**src/rtl/uart_pkg.sv**
```systemverilog
// Shared UART definitions: receiver state encoding, oversampling constants
// and the baud divider helper.
package uart_pkg;

  typedef enum logic [2:0] {
    IDLE,
    START,
    DATA,
    PARITY,
    STOP,
    BREAK
  } rx_state_t;

  localparam int OVERSAMPLE = 16;
  localparam int SAMPLE_LO  = 7;
  localparam int SAMPLE_MID = 8;
  localparam int SAMPLE_HI  = 9;

  // Clocks per oversample tick, floored, never below one.
  function automatic int calc_div(input int clock_freq, input int baud);
    int d;
    d = clock_freq / (baud * OVERSAMPLE);
    return (d < 1) ? 1 : d;
  endfunction

endpackage

```
**src/rtl/uart_sync_fifo.sv**
```systemverilog
// Synchronous FIFO with a registered head.
// Ports:
//   clock, rst      : clock, synchronous active-high reset
//   push, push_data : write request; ignored when full unless popping too
//   pop             : remove head entry; ignored when empty
//   head_data       : registered head entry, holds last value when empty
//   empty, full     : occupancy flags, derived from the count register
// DEPTH must be a power of two, at least 2.
module uart_sync_fifo #(
  parameter int WIDTH = 8,
  parameter int DEPTH = 4
) (
  input  logic             clock,
  input  logic             rst,
  input  logic             push,
  input  logic [WIDTH-1:0] push_data,
  input  logic             pop,
  output logic [WIDTH-1:0] head_data,
  output logic             empty,
  output logic             full
);
  localparam int AW = $clog2(DEPTH);

  logic [WIDTH-1:0] mem [DEPTH];
  logic [AW-1:0]    wr_ptr, rd_ptr, rd_nxt;
  logic [AW:0]      count;
  logic             do_push, do_pop;

  assign empty   = (count == '0);
  assign full    = (count == (AW+1)'(DEPTH));
  assign do_pop  = pop & ~empty;
  // A full FIFO still accepts a push when the head leaves in the same cycle.
  assign do_push = push & (~full | do_pop);
  assign rd_nxt  = rd_ptr + AW'(1);

  always_ff @(posedge clock) begin
    if (do_push) mem[wr_ptr] <= push_data;
  end

  always_ff @(posedge clock) begin
    if (rst) begin
      wr_ptr    <= '0;
      rd_ptr    <= '0;
      count     <= '0;
      head_data <= '0;
    end else begin
      if (do_push) wr_ptr <= wr_ptr + AW'(1);
      if (do_pop)  rd_ptr <= rd_nxt;
      count <= count + (AW+1)'(do_push) - (AW+1)'(do_pop);
      // Head tracks the entry at the post-update read pointer. With one
      // entry left and a simultaneous push, the new byte is not in mem yet.
      if (do_pop) begin
        if (count > (AW+1)'(1)) head_data <= mem[rd_nxt];
        else if (do_push)       head_data <= push_data;
      end else if (empty && do_push) begin
        head_data <= push_data;
      end
    end
  end

endmodule

```
**src/rtl/uart_rx_fifo.sv**
```systemverilog
// UART receiver (8N1, LSB first) with a byte FIFO on the consumer side.
// Ports:
//   clock, rst  : clock, synchronous active-high reset
//   rx          : asynchronous serial input, idles high
//   rx_data     : byte at FIFO head
//   rx_valid    : FIFO not empty
//   rx_ready    : consumer takes the head byte when high with rx_valid
//   rx_active   : a frame is being received
//   frame_err   : one-cycle pulse, stop bit sampled low
//   parity_err  : one-cycle pulse, even parity mismatch (UART_RX_PARITY_EN)
//   overrun     : one-cycle pulse, good byte dropped on a full FIFO
// Optional feature macro: UART_RX_PARITY_EN adds an even-parity bit
// between the data bits and the stop bit.
module uart_rx_fifo
  import uart_pkg::*;
#(
  parameter int CLOCK_FREQ = 50000000,
  parameter int BAUD_RATE  = 9600,
  parameter int DATA_BITS  = 8,
  parameter int FIFO_DEPTH = 4
) (
  input  logic                 clock,
  input  logic                 rst,
  input  logic                 rx,
  output logic [DATA_BITS-1:0] rx_data,
  output logic                 rx_valid,
  input  logic                 rx_ready,
  output logic                 rx_active,
  output logic                 frame_err,
`ifdef UART_RX_PARITY_EN
  output logic                 parity_err,
`endif
  output logic                 overrun
);
  localparam int DIV = calc_div(CLOCK_FREQ, BAUD_RATE);
  localparam int DW  = (DIV > 1) ? $clog2(DIV) : 1;
  localparam int BW  = (DATA_BITS > 1) ? $clog2(DATA_BITS) : 1;

  // Two-flop synchroniser, idle-high after reset so no false start.
  logic rx_m, rxs;
  always_ff @(posedge clock) begin
    if (rst) begin
      rx_m <= 1'b1;
      rxs  <= 1'b1;
    end else begin
      rx_m <= rx;
      rxs  <= rx_m;
    end
  end

  // Free-running 16x baud tick.
  logic [DW-1:0] div_cnt;
  logic          tick;
  assign tick = (div_cnt == DW'(DIV - 1));
  always_ff @(posedge clock) begin
    if (rst)       div_cnt <= '0;
    else if (tick) div_cnt <= '0;
    else           div_cnt <= div_cnt + DW'(1);
  end

  rx_state_t            state;
  logic [3:0]           scnt;
  logic [BW-1:0]        bidx;
  logic [DATA_BITS-1:0] shift;
  logic [DATA_BITS-1:0] push_byte;
  logic                 push_q;
  logic                 s_lo, s_mid, maj;
`ifdef UART_RX_PARITY_EN
  logic                 par_bad;
`endif

  // Two stored samples plus the live one at SAMPLE_HI.
  assign maj = (s_lo & s_mid) | (s_lo & rxs) | (s_mid & rxs);

  always_ff @(posedge clock) begin
    if (rst) begin
      state     <= IDLE;
      scnt      <= '0;
      bidx      <= '0;
      shift     <= '0;
      push_byte <= '0;
      push_q    <= 1'b0;
      s_lo      <= 1'b1;
      s_mid     <= 1'b1;
      frame_err <= 1'b0;
`ifdef UART_RX_PARITY_EN
      par_bad    <= 1'b0;
      parity_err <= 1'b0;
`endif
    end else begin
      push_q    <= 1'b0;
      frame_err <= 1'b0;
`ifdef UART_RX_PARITY_EN
      parity_err <= 1'b0;
`endif
      if (tick) begin
        case (state)
          IDLE:  if (!rxs) begin
                   state <= START;
                   scnt  <= '0;
                 end
          BREAK: if (rxs) state <= IDLE;
          default: begin
            scnt <= scnt + 4'd1;
            if (scnt == 4'(SAMPLE_LO))  s_lo  <= rxs;
            if (scnt == 4'(SAMPLE_MID)) s_mid <= rxs;
            if (scnt == 4'(SAMPLE_HI)) begin
              case (state)
                START: if (!maj) begin
                         state <= DATA;
                         bidx  <= '0;
                       end else begin
                         state <= IDLE;
                       end
                DATA: begin
                  shift <= {maj, shift[DATA_BITS-1:1]};
                  if (bidx == BW'(DATA_BITS - 1)) begin
`ifdef UART_RX_PARITY_EN
                    state <= PARITY;
`else
                    state <= STOP;
`endif
                  end else begin
                    bidx <= bidx + BW'(1);
                  end
                end
`ifdef UART_RX_PARITY_EN
                PARITY: begin
                  par_bad    <= ^{shift, maj};
                  parity_err <= ^{shift, maj};
                  state      <= STOP;
                end
`endif
                STOP: if (maj) begin
                        // Return to IDLE mid stop bit so a start edge right
                        // after it is still caught.
`ifdef UART_RX_PARITY_EN
                        push_q <= ~par_bad;
`else
                        push_q <= 1'b1;
`endif
                        push_byte <= shift;
                        state     <= IDLE;
                      end else begin
                        frame_err <= 1'b1;
                        state     <= BREAK;
                      end
                default: state <= IDLE;
              endcase
            end
          end
        endcase
      end
    end
  end

  assign rx_active = (state != IDLE);

  logic empty, full, pop;
  assign rx_valid = ~empty;
  assign pop      = rx_valid & rx_ready;

  uart_sync_fifo #(
    .WIDTH (DATA_BITS),
    .DEPTH (FIFO_DEPTH)
  ) u_fifo (
    .clock     (clock),
    .rst       (rst),
    .push      (push_q),
    .push_data (push_byte),
    .pop       (pop),
    .head_data (rx_data),
    .empty     (empty),
    .full      (full)
  );

  always_ff @(posedge clock) begin
    if (rst) overrun <= 1'b0;
    else     overrun <= push_q & full & ~pop;
  end

endmodule

```
**config.mk**
```make
export PLATFORM = sky130hd
export DESIGN_NAME = uart_rx_fifo
export DESIGN_NICKNAME = d
export VERILOG_FILES = /design/src/rtl/uart_pkg.sv /design/src/rtl/uart_sync_fifo.sv /design/src/rtl/uart_rx_fifo.sv
export SDC_FILE = /design/constraint.sdc
export NUM_CORES = 1
export LEC_CHECK = 0
export CAP_MARGIN = 40
export CORE_ASPECT_RATIO = 1.2
export CORE_MARGIN = 5
export CORE_UTILIZATION = 35
export DETAILED_ROUTE_END_ITERATION = 7
export PLACE_DENSITY = 0.53
export SETUP_SLACK_MARGIN = 0.5
export SYNTH_ARGS = -nofsm -noshare
export SYNTH_HDL_FRONTEND = slang
export SYNTH_SLANG_ARGS = --single-unit
```
**constraint.sdc**
```tcl
create_clock -name clock -period 2.9 [get_ports clock]
set_input_delay 0.435 -clock clock [delete_from_list [all_inputs] [get_ports clock]]
set_output_delay 0.435 -clock clock [all_outputs]
set_load 0.03 [all_outputs]
```
==> results of run 1 <==
[how the worst max path moves through the flow]
stage / startpoint / end / slack, ns / depth (start not counted)
after global routing: rx_ready / u_fifo.count[1] / 0.53 / 7
after floorplan: rx_ready / u_fifo.count[1] / 0.92 / 6
final: rx_ready / u_fifo.count[1] / 0.64 / 7
after global placement: rx_ready / u_fifo.count[1] / 0.32 / 7
after CTS: rx_ready / u_fifo.count[1] / 0.64 / 7
after detailed placement: rx_ready / u_fifo.count[1] / 0.30 / 7
[Yosys cell counts, types with 5 or more instances]
library cell	n
sky130_fd_sc_hd__a211oi_1	8
sky130_fd_sc_hd__a21oi_1	13
sky130_fd_sc_hd__a221oi_2	7
sky130_fd_sc_hd__and3_1	9
sky130_fd_sc_hd__clkbuf_1	10
sky130_fd_sc_hd__dfxtp_1	57
sky130_fd_sc_hd__edfxtp_1	32
sky130_fd_sc_hd__ha_1	14
sky130_fd_sc_hd__inv_1	25
sky130_fd_sc_hd__mux2i_1	9
sky130_fd_sc_hd__mux4_2	8
sky130_fd_sc_hd__nand2_1	14
sky130_fd_sc_hd__nand3_1	15
sky130_fd_sc_hd__nand4_1	5
sky130_fd_sc_hd__nor2_1	28
sky130_fd_sc_hd__o21ai_0	13
sky130_fd_sc_hd__xor2_1	8
[metal layers]
| metal | track usage | vias up | share of wire |
|---|---|---|---|
| met2 | 0.194 | 33 | 0.50 |
| li1 | - | 1273 | - |
| met1 | 0.135 | 1176 | 0.45 |
| met5 | 0 | - | 0 |
| met3 | 0.0225 | 11 | 0.026 |
| met4 | 0.0579 | 0 | 0.022 |
[per-stage QoR]
step,total power [mW],setup WS (ns),area (sq um),utilization,hold slack [ns]
finish,3.32,0.637,4440,0.404,0.418
global route,3.52,0.531,4440,0.404,0.435
CTS,3.36,0.643,4420,0.402,0.421
detailed placement,2.30,0.300,4150,0.378,0.402
global placement,2.28,0.324,4150,0.378,0.397
floorplan,2.11,0.921,3910,-,0.389
[sequential cells by signal, indices dropped and copies added, names as in the netlist, 2 cells and up]
signal / flops
u_fifo.count: 3
u_fifo.mem: 32
u_fifo.head_data: 8
u_fifo.wr_ptr: 2
push_byte: 8
scnt: 4
shift: 8
u_fifo.rd_ptr: 2
state: 3
div_cnt: 9
bidx: 3
[layout make-up]
| type | instances | area [sq um] |
|---|---|---|
| Sequential cell | 89 | 2100 |
| Fill cell | 1029 | 6540 |
| Clock inverter | 7 | 45.0 |
| Tap cell | 132 | 165 |
| Timing Repair Buffer | 20 | 183 |
| Clock buffer | 9 | 225 |
| Multi-Input combinational cell | 211 | 1630 |
| Inverter | 25 | 93.8 |
[kinds of logic (layout without fill, tap and decap cells)]
group / Yosys count / count (layout) / synth area share
DFF: 89 / 89 / 0.537
AOI/OAI and AO/OA: 61 / 61 / 0.116
buffers and inverters: 42 / 61 / 0.0473
muxes: 19 / 19 / 0.0748
adders and majority gates: 16 / 16 / 0.0524
xor gates and xnor gates: 12 / 12 / 0.0269
and+or+nand+nor: 103 / 103 / 0.145
[worst max-delay path, cell delays in order]
cell                              delay (ns)
sky130_fd_sc_hd__clkdlybuf4s50_1        0.48
sky130_fd_sc_hd__or4b_1                 0.62
sky130_fd_sc_hd__and2_1                 0.25
sky130_fd_sc_hd__ha_1                   0.18
sky130_fd_sc_hd__inv_1                  0.07
sky130_fd_sc_hd__fa_1                   0.40
sky130_fd_sc_hd__nor2_1                 0.10
[where the power goes]
group	switching [mW]	total, mW	internal (mW)	leakage (nW)
clock	0.480	1.06	0.580	0.137
sequential	0.0796	1.45	1.37	0.758
combinational	0.438	0.808	0.370	0.724
total	0.997	3.32	2.32	1.62
==> results.md, run 1 <==
- Hold Fails Final Rpt: 0
- Cells taking the most area after synthesis: sky130_fd_sc_hd__dfxtp_1 29%, sky130_fd_sc_hd__edfxtp_1 25%, sky130_fd_sc_hd__mux4_2 4.6%
- Run status: finished, final reports clean
- Synthesized netlist net count: 361
- Commonest non-fill, non-tap cells in the layout: 57 x sky130_fd_sc_hd__dfxtp_1, 32 x sky130_fd_sc_hd__edfxtp_1, 28 x sky130_fd_sc_hd__nor2_1, 25 x sky130_fd_sc_hd__inv_1, 15 x sky130_fd_sc_hd__nand3_1
- DRC violations left: 0
- Cell leakage power: 1.62 nW
- Sequential element share of the synthesized area: 0.537
- Fin crit period: 2.26 ns
- Core Region: 11000 sq um
- Overall die area: 13400 sq um
- Total global routing track utilization: 0.113
- Total CTS buffers: 9
- Top-Level Pins: 16
- Worst path arrival time: 2.53 ns
- Net count reported at finish: 375
- EDFF count, synth: 32
- First-iteration detailed-routing DRC count: 98
- R2R Path End: u_fifo.count[1]
- Max Root-Sink Buffers: 2
- Clock root cell: sky130_fd_sc_hd__clkbuf_16
- Count of instances resized after the clock tree is built: 0
- Synth warnings: 0
- Total Wirelength: 6.83 mm
- DRT Pass-1 Iters: 4
- Vertical extent of the die: 126 microns
- Die outline width: 107 microns
- Global-route wire length before repair: 12.2 mm
- Hold Path Origin: rx_m
- Area leader, netlist: sky130_fd_sc_hd__dfxtp_1
- Power Dens Cells: 747 nW/um^2
- Proportion of register bits with asynchronous set or reset after synthesis: 0
- Part of the cycle the worst path needs: 0.780
- Clock-pin slew of the registers on the worst-case setup and hold paths: 0.06 ns
- Starting utilization of the core area: 0.356
- Area growth from synthesis to layout: 13.5%
- Number of H-tree branching levels: 3
- Reg2Reg Launch Point: u_fifo.count[1]
- Pin count of the biggest net entering global routing: 33
- Routed via count divided by cell count: 5.06
- Count of non-filler cells in the finished layout: 493
- Critical path class: input port to flop
- Crit-path max FO: 7
- Number of instances in the synthesized netlist: 342
- Maximum clock rate: 0.442 GHz
- Count of cells along the worst hold path: 1
- Overflow left after global routing: 0
- Pins over their slew limit: 0
- VDD IR max: 0.257 mV
- GPL Wtd Cong: 0.732
- Setup repair after global routing missed its margin: no
- Hold-critical path endpoint: rxs
- Synth Register Bits: 89
- Share of the synthesized area in the top cell type: 0.292
- Fraction of final layout cells sized beyond drive strength 1: 0.133
- Most used DFF post-synth: sky130_fd_sc_hd__dfxtp_1
- Fin Clk Skew: 0.00466 ns
- Element type at the critical path end: flop
- Cells after DPL: 474
- Count of maximum capacitance violations: 0
- Post-Syn Area per Cell: 11.4 sq um
- Slew HR: 0.701
- Sum of negative setup slack: 0 ns
- Number of global-route vias before repair: 2573
- Clock tree from TritonCTS: yes
- Commonest non-fill, non-tap cell in the layout: sky130_fd_sc_hd__dfxtp_1
- Initial antenna violation count: 0
- Number of hold-repair buffers added at the cts stage: 0
- Vias after detailed routing: 2493
- Number of diodes added for antenna fixing: 0
- Actual transition at the worst max-transition pin: 0.449 ns
- Number of different library cells in the post-synthesis netlist: 53
- Cell area after synthesis: 3910 sq um
- Port Buffers: 15
- Number of setup buffers added after CTS: 0
- TritonCTS sink count: 89
- Post-detailed-route count of antenna-violating nets: 0
- Worst hold path type: flop to flop
- Number of cells traversed by the worst register-to-register path: 6
- Data required time at the worst endpoint: 3.17 ns
- R2R Setup Slk: 0.85 ns
- Routed wirelength normalized by instance count: 13.9 microns
- Clk Latency, worst-skew pair: 0.33 ns
- Number of setup violations in the final report: 0
- Setup crit start kind: input port
- HPWL after DPL: 4.85 mm
- Row Count: 42
No activity file was read; power rests on OpenSTA's default activity.
==> run 2, diff against run 1 <==
- PLACE_DENSITY: 0.53 -> 0.55
- clock period: 2.9 -> 1.9 ns (I/O delays scaled with it)
==> results.md, run 2 (synthesis gave the netlist of run 1 again) <==
- Run status: finished, final reports clean
- Cell leakage power: 1.94 nW
- Part of the total power dissipated in combinational logic: 0.294
- Largest registers ranked by flip-flop count: u_fifo.mem x32, div_cnt x9
- Setup repair after global routing missed its margin: yes
- Clock tree from TritonCTS: yes
- Max Root-Sink Buffers: 2
- Worst path arrival time: 2.02 ns
- Number of cells traversed by the worst register-to-register path: 7
- Die outline width: 107 microns
- Starting utilization of the core area: 0.356
- Cells after DPL: 490
- Fin Clk Skew: 0.00984 ns
- Total Wirelength: 7.66 mm
- Fraction of power spent switching nets: 0.302
- Pins over their slew limit: 0
- Element type at the critical path end: flop
- Cell with the largest stage delay on the worst path: sky130_fd_sc_hd__fa_2
- Vias after detailed routing: 2703
- DRC violations left: 0
- Overall die area: 13400 sq um
- Total CTS buffers: 9
- Net count reported at finish: 413
- DRT Pass-1 Iters: 4
- Number of global-route vias before repair: 2718
- Count of non-filler cells in the finished layout: 531
- Number of buffers and inverters on the critical path: 2
- Kind of cell adding the most delay to the critical path: adder cells
- Design area: 5260 sq um
- Part of the power in the clock network: 0.318
- Count of maximum capacitance violations: 0
- Hold Path Origin: rst
- Count of cells along the worst hold path: 2
- Initial antenna violation count: 0
- Crit-path cells: o31a_4, ha_4, inv_4, ha_4, inv_2, fa_2, nor2_2
- Commonest non-fill, non-tap cells in the layout: 43 x sky130_fd_sc_hd__dfxtp_1, 32 x sky130_fd_sc_hd__edfxtp_1, 27 x sky130_fd_sc_hd__nor2_1, 27 x sky130_fd_sc_hd__buf_4, 20 x sky130_fd_sc_hd__inv_1
- Hold-critical path endpoint: u_fifo.wr_ptr[1]
- VDD IR max: 0.431 mV
- Routed via count divided by cell count: 5.09
- Part of the cycle the worst path needs: 0.953
- Layout Utilization: 0.478
- Commonest non-fill, non-tap cell in the layout: sky130_fd_sc_hd__dfxtp_1
- Clk Latency, worst-skew pair: 0.34 ns
- Area growth from synthesis to layout: 34.3%
- GPL Wtd Cong: 0.800
- HPWL after DPL: 5.00 mm
- Routed wirelength normalized by instance count: 14.4 microns
- Maximum clock rate: 0.552 GHz
- Register containing the most flip-flops in the final layout: u_fifo.mem
- Number of diodes added for antenna fixing: 0
- Slew HR: 0.697
- Most frequent cell on the critical path: sky130_fd_sc_hd__ha_4
- Total global routing track utilization: 0.122
- Clock-pin slew of the registers on the worst-case setup and hold paths: 0.06 ns
- R2R Path End: u_fifo.count[1]
- Actual transition at the worst max-transition pin: 0.454 ns
- Design Power: 5.64 mW
- Post-detailed-route count of antenna-violating nets: 0
- Post-placement worst setup slack: -0.282 ns
- Power Dens Cells: 1070 nW/um^2
- Hold slack: 0.382 ns
- R2R Setup Slk: 0.09 ns
- Top-Level Pins: 16
- Critical path class: flop to flop
- Pin count of the biggest net entering global routing: 27
- Setup crit start kind: flop
- Vertical extent of the die: 126 microns
- First-iteration detailed-routing DRC count: 86
- Fraction of final layout cells sized beyond drive strength 1: 0.429
- Maximum cell stage delay along the critical path: 0.52 ns
- Number of setup violations in the final report: 0
- Core Region: 11000 sq um
- TritonCTS sink count: 89
- Port Buffers: 15
- Hold Fails Final Rpt: 0
- Switching power of the nets: 1.71 mW
- Number of flip-flops under the largest register name: 32
- Setup slack after layout: 0.0899 ns
- Number of H-tree branching levels: 3
- Global-route wire length before repair: 13.1 mm
- Clock root cell: sky130_fd_sc_hd__clkbuf_16
- Row Count: 42
- Crit-path max FO: 4
- Post-placement cell area: 4370 sq um
- Worst hold path type: input port to flop
- Power Internal: 3.94 mW
- Data required time at the worst endpoint: 2.11 ns
- Fin crit period: 1.81 ns
- Overflow left after global routing: 0
- Sequential cell fraction of total power: 0.388
- Sum of negative setup slack: 0 ns
- Reg2Reg Launch Point: u_fifo.count[1]
[run 2: metal layers]
layer | track usage | share of wire
met5 | 0 | 0
met4 | 0.0459 | 0.017
met3 | 0.0353 | 0.034
met2 | 0.205 | 0.52
met1 | 0.148 | 0.43
[run 2: layout make-up]
type	count	area, sq um
clock buffer	10	239
sequential	89	2130
fill	956	5730
multi-input combinational	211	2030
clock inverter	6	66.3
timing repair buffer	58	527
tap	132	165
inverter	25	96.3
[run 2: power groups by stage]
stage	logic, mW	clock network, mW	registers, mW
2_1_floorplan	0.911	0	2.36
3_3_place_gp	1.40	0	2.23
3_5_place_dp	1.42	0	2.24
4_1_cts	1.57	1.82	2.19
5_1_grt	1.80	1.94	2.21
6_report	1.66	1.79	2.19
[run 2: timing repair]
item / 4_1_cts / 5_1_grt
pin swaps: 31 / 26
cloned: 1 / 0
hold buffers: 0 / 0
resized for setup: 92 / 45
setup endpoints to repair: 95 / 86
buffers inserted: 14 / 10
[run 2: worst max path at each step]
stage                    startpoint              end  slack [ns]  depth (start not counted)
finish              u_fifo.count[1]  u_fifo.count[1]        0.09                          7
global route        u_fifo.count[0]  u_fifo.count[1]        0.04                          6
CTS                 u_fifo.count[0]  u_fifo.count[1]        0.10                          6
detailed placement         rx_ready  u_fifo.count[1]       -0.28                          7
global placement           rx_ready  u_fifo.count[1]       -0.25                          7
floorplan           u_fifo.count[0]  u_fifo.count[1]        0.11                          6
==> run 3, diff against run 2 <==
- GPL_TIMING_DRIVEN: default -> 0
==> results.md, run 3 (synthesis gave the netlist of run 1 again) <==
- Vertical extent of the die: 126 microns
- Post-placement worst setup slack: -0.455 ns
- Part of the power in the clock network: 0.348
- Reg2Reg Launch Point: u_fifo.count[0]
- Pins over their slew limit: 0
- Power Dens Cells: 1100 nW/um^2
- Total Wirelength: 8.10 mm
- Setup crit start kind: flop
- Cell leakage power: 2.00 nW
- Slew HR: 0.466
- Global-route wire length before repair: 13.3 mm
- Part of the cycle the worst path needs: 0.937
- Core Region: 11000 sq um
- DRC violations left: 0
- Fraction of power spent switching nets: 0.288
- Count of maximum capacitance violations: 0
- Layout Utilization: 0.487
- Fin crit period: 1.78 ns
- Fraction of final layout cells sized beyond drive strength 1: 0.414
- Top-Level Pins: 16
- Number of setup violations in the final report: 0
- Cell with the largest stage delay on the worst path: sky130_fd_sc_hd__or4b_4
- Element type at the critical path end: flop
- DRT Pass-1 Iters: 4
- Critical path class: flop to flop
- Crit-path max FO: 4
- Vias after detailed routing: 2743
- Fin Clk Skew: 0.00607 ns
- Crit-path cells: or4b_4, and2_4, ha_4, inv_2, fa_2, nor2_1
- Clock root cell: sky130_fd_sc_hd__clkbuf_16
- First-iteration detailed-routing DRC count: 70
- Total CTS buffers: 9
- Switching power of the nets: 1.69 mW
- Post-detailed-route count of antenna-violating nets: 0
- Part of the total power dissipated in combinational logic: 0.280
- Number of global-route vias before repair: 2749
- Worst hold path type: flop to flop
- Seq. cell area: 2130 sq um
- HPWL after DPL: 5.30 mm
- Data required time at the worst endpoint: 2.16 ns
- Power Internal: 4.18 mW
- Number of cells traversed by the worst register-to-register path: 6
- Net count reported at finish: 420
- Total global routing track utilization: 0.122
- Largest registers ranked by flip-flop count: u_fifo.mem x32, div_cnt x9
- Die outline width: 107 microns
- Setup repair after global routing missed its margin: yes
- Routed wirelength normalized by instance count: 15.0 microns
- Routed via count divided by cell count: 5.10
- Number of H-tree branching levels: 3
- Clk Latency, worst-skew pair: 0.33 ns
- Setup slack after layout: 0.120 ns
- Cells after DPL: 488
- Maximum clock rate: 0.562 GHz
- TritonCTS sink count: 89
- Area growth from synthesis to layout: 36.6%
- Combined area of the multi-input logic cells: 2020 sq um
- Starting utilization of the core area: 0.356
- Overall die area: 13400 sq um
- Count of non-filler cells in the finished layout: 538
- Maximum cell stage delay along the critical path: 0.52 ns
- R2R Path End: u_fifo.count[1]
- Pin count of the biggest net entering global routing: 17
- Register containing the most flip-flops in the final layout: u_fifo.mem
- Number of flip-flops under the largest register name: 32
- Port Buffers: 14
- Clock-pin slew of the registers on the worst-case setup and hold paths: 0.06 ns
- VDD IR max: 0.383 mV
- Commonest non-fill, non-tap cells in the layout: 43 x sky130_fd_sc_hd__dfxtp_1, 32 x sky130_fd_sc_hd__edfxtp_1, 28 x sky130_fd_sc_hd__nor2_1, 22 x sky130_fd_sc_hd__buf_4, 20 x sky130_fd_sc_hd__inv_1
- Actual transition at the worst max-transition pin: 0.800 ns
- GPL Wtd Cong: 0.803
- Hold Path Origin: rx_m
- Row Count: 42
- Number of diodes added for antenna fixing: 0
- Hold slack: 0.417 ns
- Initial antenna violation count: 0
- Total of fill cells in the finished design: 973
- Max Root-Sink Buffers: 2
- Clock tree from TritonCTS: yes
- Overflow left after global routing: 0
- Count of cells along the worst hold path: 1
- Worst path arrival time: 2.04 ns
- Hold Fails Final Rpt: 0
- Sequential cell fraction of total power: 0.372
- R2R Setup Slk: 0.12 ns
- Commonest non-fill, non-tap cell in the layout: sky130_fd_sc_hd__dfxtp_1
- Run status: finished, final reports clean
- Hold-critical path endpoint: rxs
==> run 3: what timing repair did <==
| action | CTS | global route |
|---|---|---|
| buffers inserted | 23 | 10 |
| cloned | 1 | 0 |
| hold buffers | 0 | 0 |
| pin swaps | 26 | 16 |
| gates resized for setup | 91 | 51 |
| setup endpoints to repair | 96 | 89 |
==> run 3: power groups by stage <==
stage          Clock, mW  Combinational [mW]  Sequential, mW
3_3_place_gp           0                1.39            2.22
3_5_place_dp           0                1.42            2.23
4_1_cts             2.10                1.56            2.18
5_1_grt             2.17                1.79            2.20
2_1_floorplan          0               0.911            2.36
6_report            2.04                1.65            2.18
==> run 3: cell type report <==
type	count	share of cell area
plain buffers	17	0.0274
flip-flops and latches	89	0.399
inverters	25	0.0176
well taps	132	0.0309
clock buffers	9	0.0421
multi-input cells	211	0.378
clock inverters	7	0.0227
repair buffers	48	0.0824
==> run 3: metal layers <==
layer,track usage,share of wire,vias to the layer above
li1,-,-,1366
met5,0,0,-
met1,0.142,0.42,1327
met4,0.0504,0.019,0
met2,0.221,0.54,38
met3,0.0220,0.024,12
==> run 3: worst max path at each step <==
stage                                from  slack (ns)               to
final                     u_fifo.count[0]        0.12  u_fifo.count[1]
after global routing      u_fifo.count[0]        0.05  u_fifo.count[1]
after CTS                 u_fifo.count[0]        0.10  u_fifo.count[1]
after detailed placement         rx_ready       -0.45  u_fifo.count[1]
after global placement           rx_ready       -0.43  u_fifo.count[1]
after floorplan           u_fifo.count[0]        0.11  u_fifo.count[1]
==> run 3: stage by stage <==
step,power [mW],area [sq um],setup TNS (ns)
after global routing,6.17,5350,0
after CTS,5.84,5090,0
final,5.87,5350,0
after global placement,3.61,4330,-3.60
after detailed placement,3.65,4330,-4.12
after floorplan,3.27,4030,0
==> run 3: critical path: cells and delay by family (launching register included) <==
kind	cells	cell delay, ns
adder cells (fa/ha/maj)	2	0.56
AND/OR/NAND/NOR	3	0.76
flip-flops	1	0.34
buffers and inverters	1	0.05
==> RTL edit 1 (flow settings as in run 2) <==
Set the parameter `FIFO_DEPTH` to 8 (it was 4).
--- a/src/rtl/uart_rx_fifo.sv
+++ b/src/rtl/uart_rx_fifo.sv
@@ -17,7 +17,7 @@
   parameter int CLOCK_FREQ = 50000000,
   parameter int BAUD_RATE  = 9600,
   parameter int DATA_BITS  = 8,
-  parameter int FIFO_DEPTH = 4
+  parameter int FIFO_DEPTH = 8
 ) (
   input  logic                 clock,
   input  logic                 rst,
Check against the original RTL: same outputs for any inputs over 10 cycles, from zero or initial values and one cycle with rst high; that may be too few to reach the edited logic, so the function may still have changed.
==> RTL edit 1 against run 2 <==
  * The flow now finishes with violations (negative setup slack)
  * Sequential cell count is 35 higher
  * Area after synthesis is 35% higher
  * Worst setup slack lost 0.29 ns
  * Critical path type unchanged
  * Sequential power up 37%
  * Synthesized cell count increased by 22%
  * Cell area is 39% higher
  * Critical endpoint unchanged
  * Maximum frequency is 14% lower
  * Power up 49%
  * Final cell count is 34% higher
  * Wire length increased by 47%
  * Sequential share of layout area rose by 2.5 points
  * Highest routed layer unchanged
==> RTL edit 1: results (changes against run 2) <==
outcome - finished with violations
failing checks - negative setup slack
Clk Latency, worst-skew pair - 0.41 ns (+0.07 ns)
gpl congestion - 0.734 (-8.2%)
Worst Path Arrival - 2.41 ns (+0.39 ns)
routed wire length - 11300 microns (+47%)
WL met2 - 6130 microns (+55%)
Diodes inserted - 0 (unchanged)
VDD IR-drop max - 0.458 mV (+6.4%)
Total GRT Usage - 0.137 (+0.0155)
syn_nets - 436 (+21%)
EDFF count, synth - 64 (+100%)
count of final setup violators - 59 (+59)
syn_area_per_cell - 12.7 sq um (+11%)
critical-path maximum fanout - 3 (-1)
nets@finish - 514 (+24%)
M1 WL - 4550 microns (+38%)
vias in the first global route - 3667 (+35%)
routed wl met3 - 370 microns (+41%)
Pleak - 2.64 nW (+36%)
Placed Cells - 660 (+35%)
top cells by area, synth - edfxtp_1, dfxtp_1, mux4_2
largest net degree at the start of global routing - 19 (-30%)
Rel. slew slack - 0.695 (-0.00194)
most instantiated cells after synthesis - edfxtp_1, dfxtp_1, nand2_1
pre-CTS setup slack - -0.264 ns (+0.0187 ns)
setup TNS - -5.21 ns (-5.21 ns)
Area after DPL - 6200 sq um (+42%)
Largest regs - u_fifo.mem: 64 flops, div_cnt: 9 flops
via count - 3475 (+29%)
fin worst setup slack - -0.203 ns (-0.293 ns)
RTL edit 1: cells by family after synthesis:
family	after synthesis	synth area share
xor gates and xnor gates	15	0.0249
and+or+nand+nor	134	0.138
buffers and inverters	33	0.0316
muxes	27	0.0895
adders and majority gates	17	0.0413
DFF	124	0.592
AOI/OAI and AO/OA	66	0.0826
RTL edit 1: area by class of cell:
cell class,instances,area [sq um]
repair buffers,75,797
clock inverters,13,86.3
inverters,17,66.3
multi-input cells,259,2500
clock buffers,19,464
fillers,1296,7580
well taps,204,255
flip-flops and latches,124,3150
RTL edit 1: metal layers:
metal  GRT usage  vias to the layer above
met3      0.0411                       17
met2       0.246                       43
met4      0.0572                        0
met1       0.152                     1711
li1            -                     1704
met5           0                        -
RTL edit 1: repair_timing:
action / in CTS / in global routing
hold endpoints to repair: 0 / 0
pin swaps: 27 / 28
gates resized for setup: 100 / 35
gates cloned: 0 / 2
setup buffers: 9 / 8
endpoints found under the setup margin: 131 / 123
RTL edit 1: power by group through the flow:
stage / Clock (W) / Sequential (W) / Combinational [W]
final: 0.00296 / 0.00301 / 0.00241
after detailed placement: 0 / 0.00304 / 0.00201
after CTS: 0.00304 / 0.00298 / 0.00211
after floorplan: 0 / 0.00315 / 0.00131
after global placement: 0 / 0.00303 / 0.00199
after global routing: 0.00316 / 0.00302 / 0.00262
RTL edit 1: final timing paths:
path | start | to | slack [ns] | cells after the start
max reg2reg | u_fifo.count[2] | u_fifo.count[1] | -0.20 | 11
max | u_fifo.count[2] | u_fifo.count[1] | -0.20 | 11
min reg2reg | rx_m | rxs | 0.41 | 1
min | rx_m | rxs | 0.41 | 1
==> RTL edit 2 (config.mk and constraints of run 2) <==
Made on the original files. Reset style: asynchronous (`rst`), changed in 5 clocked blocks. Comments in the files are not updated.
--- a/src/rtl/uart_sync_fifo.sv
+++ b/src/rtl/uart_sync_fifo.sv
@@ -37,7 +37,7 @@
     if (do_push) mem[wr_ptr] <= push_data;
   end
 
-  always_ff @(posedge clock) begin
+  always_ff @(posedge clock or posedge rst) begin
     if (rst) begin
       wr_ptr    <= '0;
       rd_ptr    <= '0;
--- a/src/rtl/uart_rx_fifo.sv
+++ b/src/rtl/uart_rx_fifo.sv
@@ -38,7 +38,7 @@
 
   // Two-flop synchroniser, idle-high after reset so no false start.
   logic rx_m, rxs;
-  always_ff @(posedge clock) begin
+  always_ff @(posedge clock or posedge rst) begin
     if (rst) begin
       rx_m <= 1'b1;
       rxs  <= 1'b1;
@@ -52,7 +52,7 @@
   logic [DW-1:0] div_cnt;
   logic          tick;
   assign tick = (div_cnt == DW'(DIV - 1));
-  always_ff @(posedge clock) begin
+  always_ff @(posedge clock or posedge rst) begin
     if (rst)       div_cnt <= '0;
     else if (tick) div_cnt <= '0;
     else           div_cnt <= div_cnt + DW'(1);
@@ -72,7 +72,7 @@
   // Two stored samples plus the live one at SAMPLE_HI.
   assign maj = (s_lo & s_mid) | (s_lo & rxs) | (s_mid & rxs);
 
-  always_ff @(posedge clock) begin
+  always_ff @(posedge clock or posedge rst) begin
     if (rst) begin
       state     <= IDLE;
       scnt      <= '0;
@@ -174,7 +174,7 @@
     .full      (full)
   );
 
-  always_ff @(posedge clock) begin
+  always_ff @(posedge clock or posedge rst) begin
     if (rst) overrun <= 1'b0;
     else     overrun <= push_q & full & ~pop;
   end
Formal check against the unedited RTL: no difference found for any inputs over 10 cycles, from zero or initial values and one cycle with rst high; that may be too few to reach the edited logic, so the function may still have changed.
==> RTL edit 2 against run 2 <==
  * Clock skew shrank 0.0016 ns
  * Sequential cell count unchanged
  * Maximum frequency fell by 2.8%
  * Power down 1.3%
  * Cell area is 3.9% higher
  * Wire length fell by 9.9%
  * Worst setup slack worse by 0.052 ns
  * Synthesized cell count shrank 19%
  * Critical path depth fell by 2
  * Area after synthesis increased by 1.0%
  * Critical path type unchanged
  * Largest power group unchanged
  * Highest routed layer unchanged
==> RTL edit 2: results (changes against run 2) <==
outcome - finished, final reports clean
switching power - 0.00155 W (-9.3%)
Adder-Cell Fraction of Synth Area - 0.0522 (-0.000215)
CP top delay family - simple AND/OR/NAND/NOR gates
setup slack, reg-to-reg - 0.04 ns (-0.05 ns)
bufs w/o clock - 66 (+14%)
multiplexer area fraction after synthesis - 0.129 (+0.0537)
Avg WL per Cell - 14.3 microns (-0.79%)
clock-cell share of area - 0.0607 (+0.00264)
CP max stage cell - or4b_4
most instantiated cells after synthesis - dfrtp_1, edfxtp_1, mux2_2
Inverters - 15 (-40%)
CLK BUF - 12 (+2)
HPWL Detailed - 4510 microns (-9.7%)
P_comb - 0.00135 W (-19%)
gpl congestion - 0.757 (-5.4%)
r2r endpoint - bidx[0]
Reg2Reg Launch Point - s_lo
Detailed Route Iter0 Violations - 55 (-36%)
fillcell total - 971 (+1.6%)
via count - 2348 (-13%)
share of total power in combinational logic - 0.242 (-0.052)
Worst Path Arrival - 2.07 ns (+0.05 ns)
top cells by area, synth - dfrtp_1, edfxtp_1, mux2_2
Total GRT Usage - 0.108 (-0.0143)
VDD IR-drop max - 0.512 mV (+19%)
fraction of power consumed by sequential logic - 0.416 (+0.028)
Slew @ Worst Pin - 0.448 ns (-0.00645 ns)
Worst R2R Path Depth - 5 (-2)
largest net degree at the start of global routing - 38 (+41%)
asr flop ratio synth - 0.640 (+0.640)
top_reg_cell synth - dfrtp_1
Multi-Input Combinational - 164 (-22%)
post-synthesis cell type count - 49 (-7.5%)
vias in the first global route - 2471 (-9.1%)
FF/Latch Area - 2400 sq um (+13%)
Synth Area in Compound Gates - 0.0557 (-0.0607)
share of layout cells above drive strength 1 - 0.494 (+0.0657)
Seq/Total Area, Yosys - 0.605 (+0.0680)
nets@finish - 364 (-12%)
area occupied by multi-input gates - 1870 sq um (-8.0%)
NonClk Buf Share - 0.116 (+0.0157)
first-pass GRT wire length - 11600 microns (-11%)
syn_nets - 295 (-18%)
Clock Skews - 0.00821 ns (-0.00163 ns)
RTL edit 2: layer usage:
metal | track usage | vias to the layer above | routed length [microns]
li1 | - | 1146 | -
met1 | 0.129 | 1172 | 2810
met2 | 0.182 | 21 | 3790
met3 | 0.0279 | 9 | 165
met4 | 0.0474 | 0 | 129
met5 | 0 | - | 0
RTL edit 2: stage by stage:
stage | cells | cell area, sq um | setup TNS, ns | setup slack, ns | hold WS [ns]
floorplan | 276 | 4080 | 0 | 0.0743 | 0.289
global placement | 448 | 4640 | -0.817 | -0.161 | 0.346
detailed placement | 448 | 4640 | -1.27 | -0.184 | 0.347
CTS | 470 | 5130 | 0 | 0.0139 | 0.335
global route | 482 | 5460 | -0.467 | -0.0485 | 0.350
finish | 482 | 5460 | 0 | 0.0378 | 0.345
RTL edit 2: what timing repair did:
item | CTS | global route
setup endpoints to repair | 90 | 85
buffers inserted | 6 | 11
gates resized for setup | 59 | 59
cloned | 0 | 1
pin swaps | 17 | 19
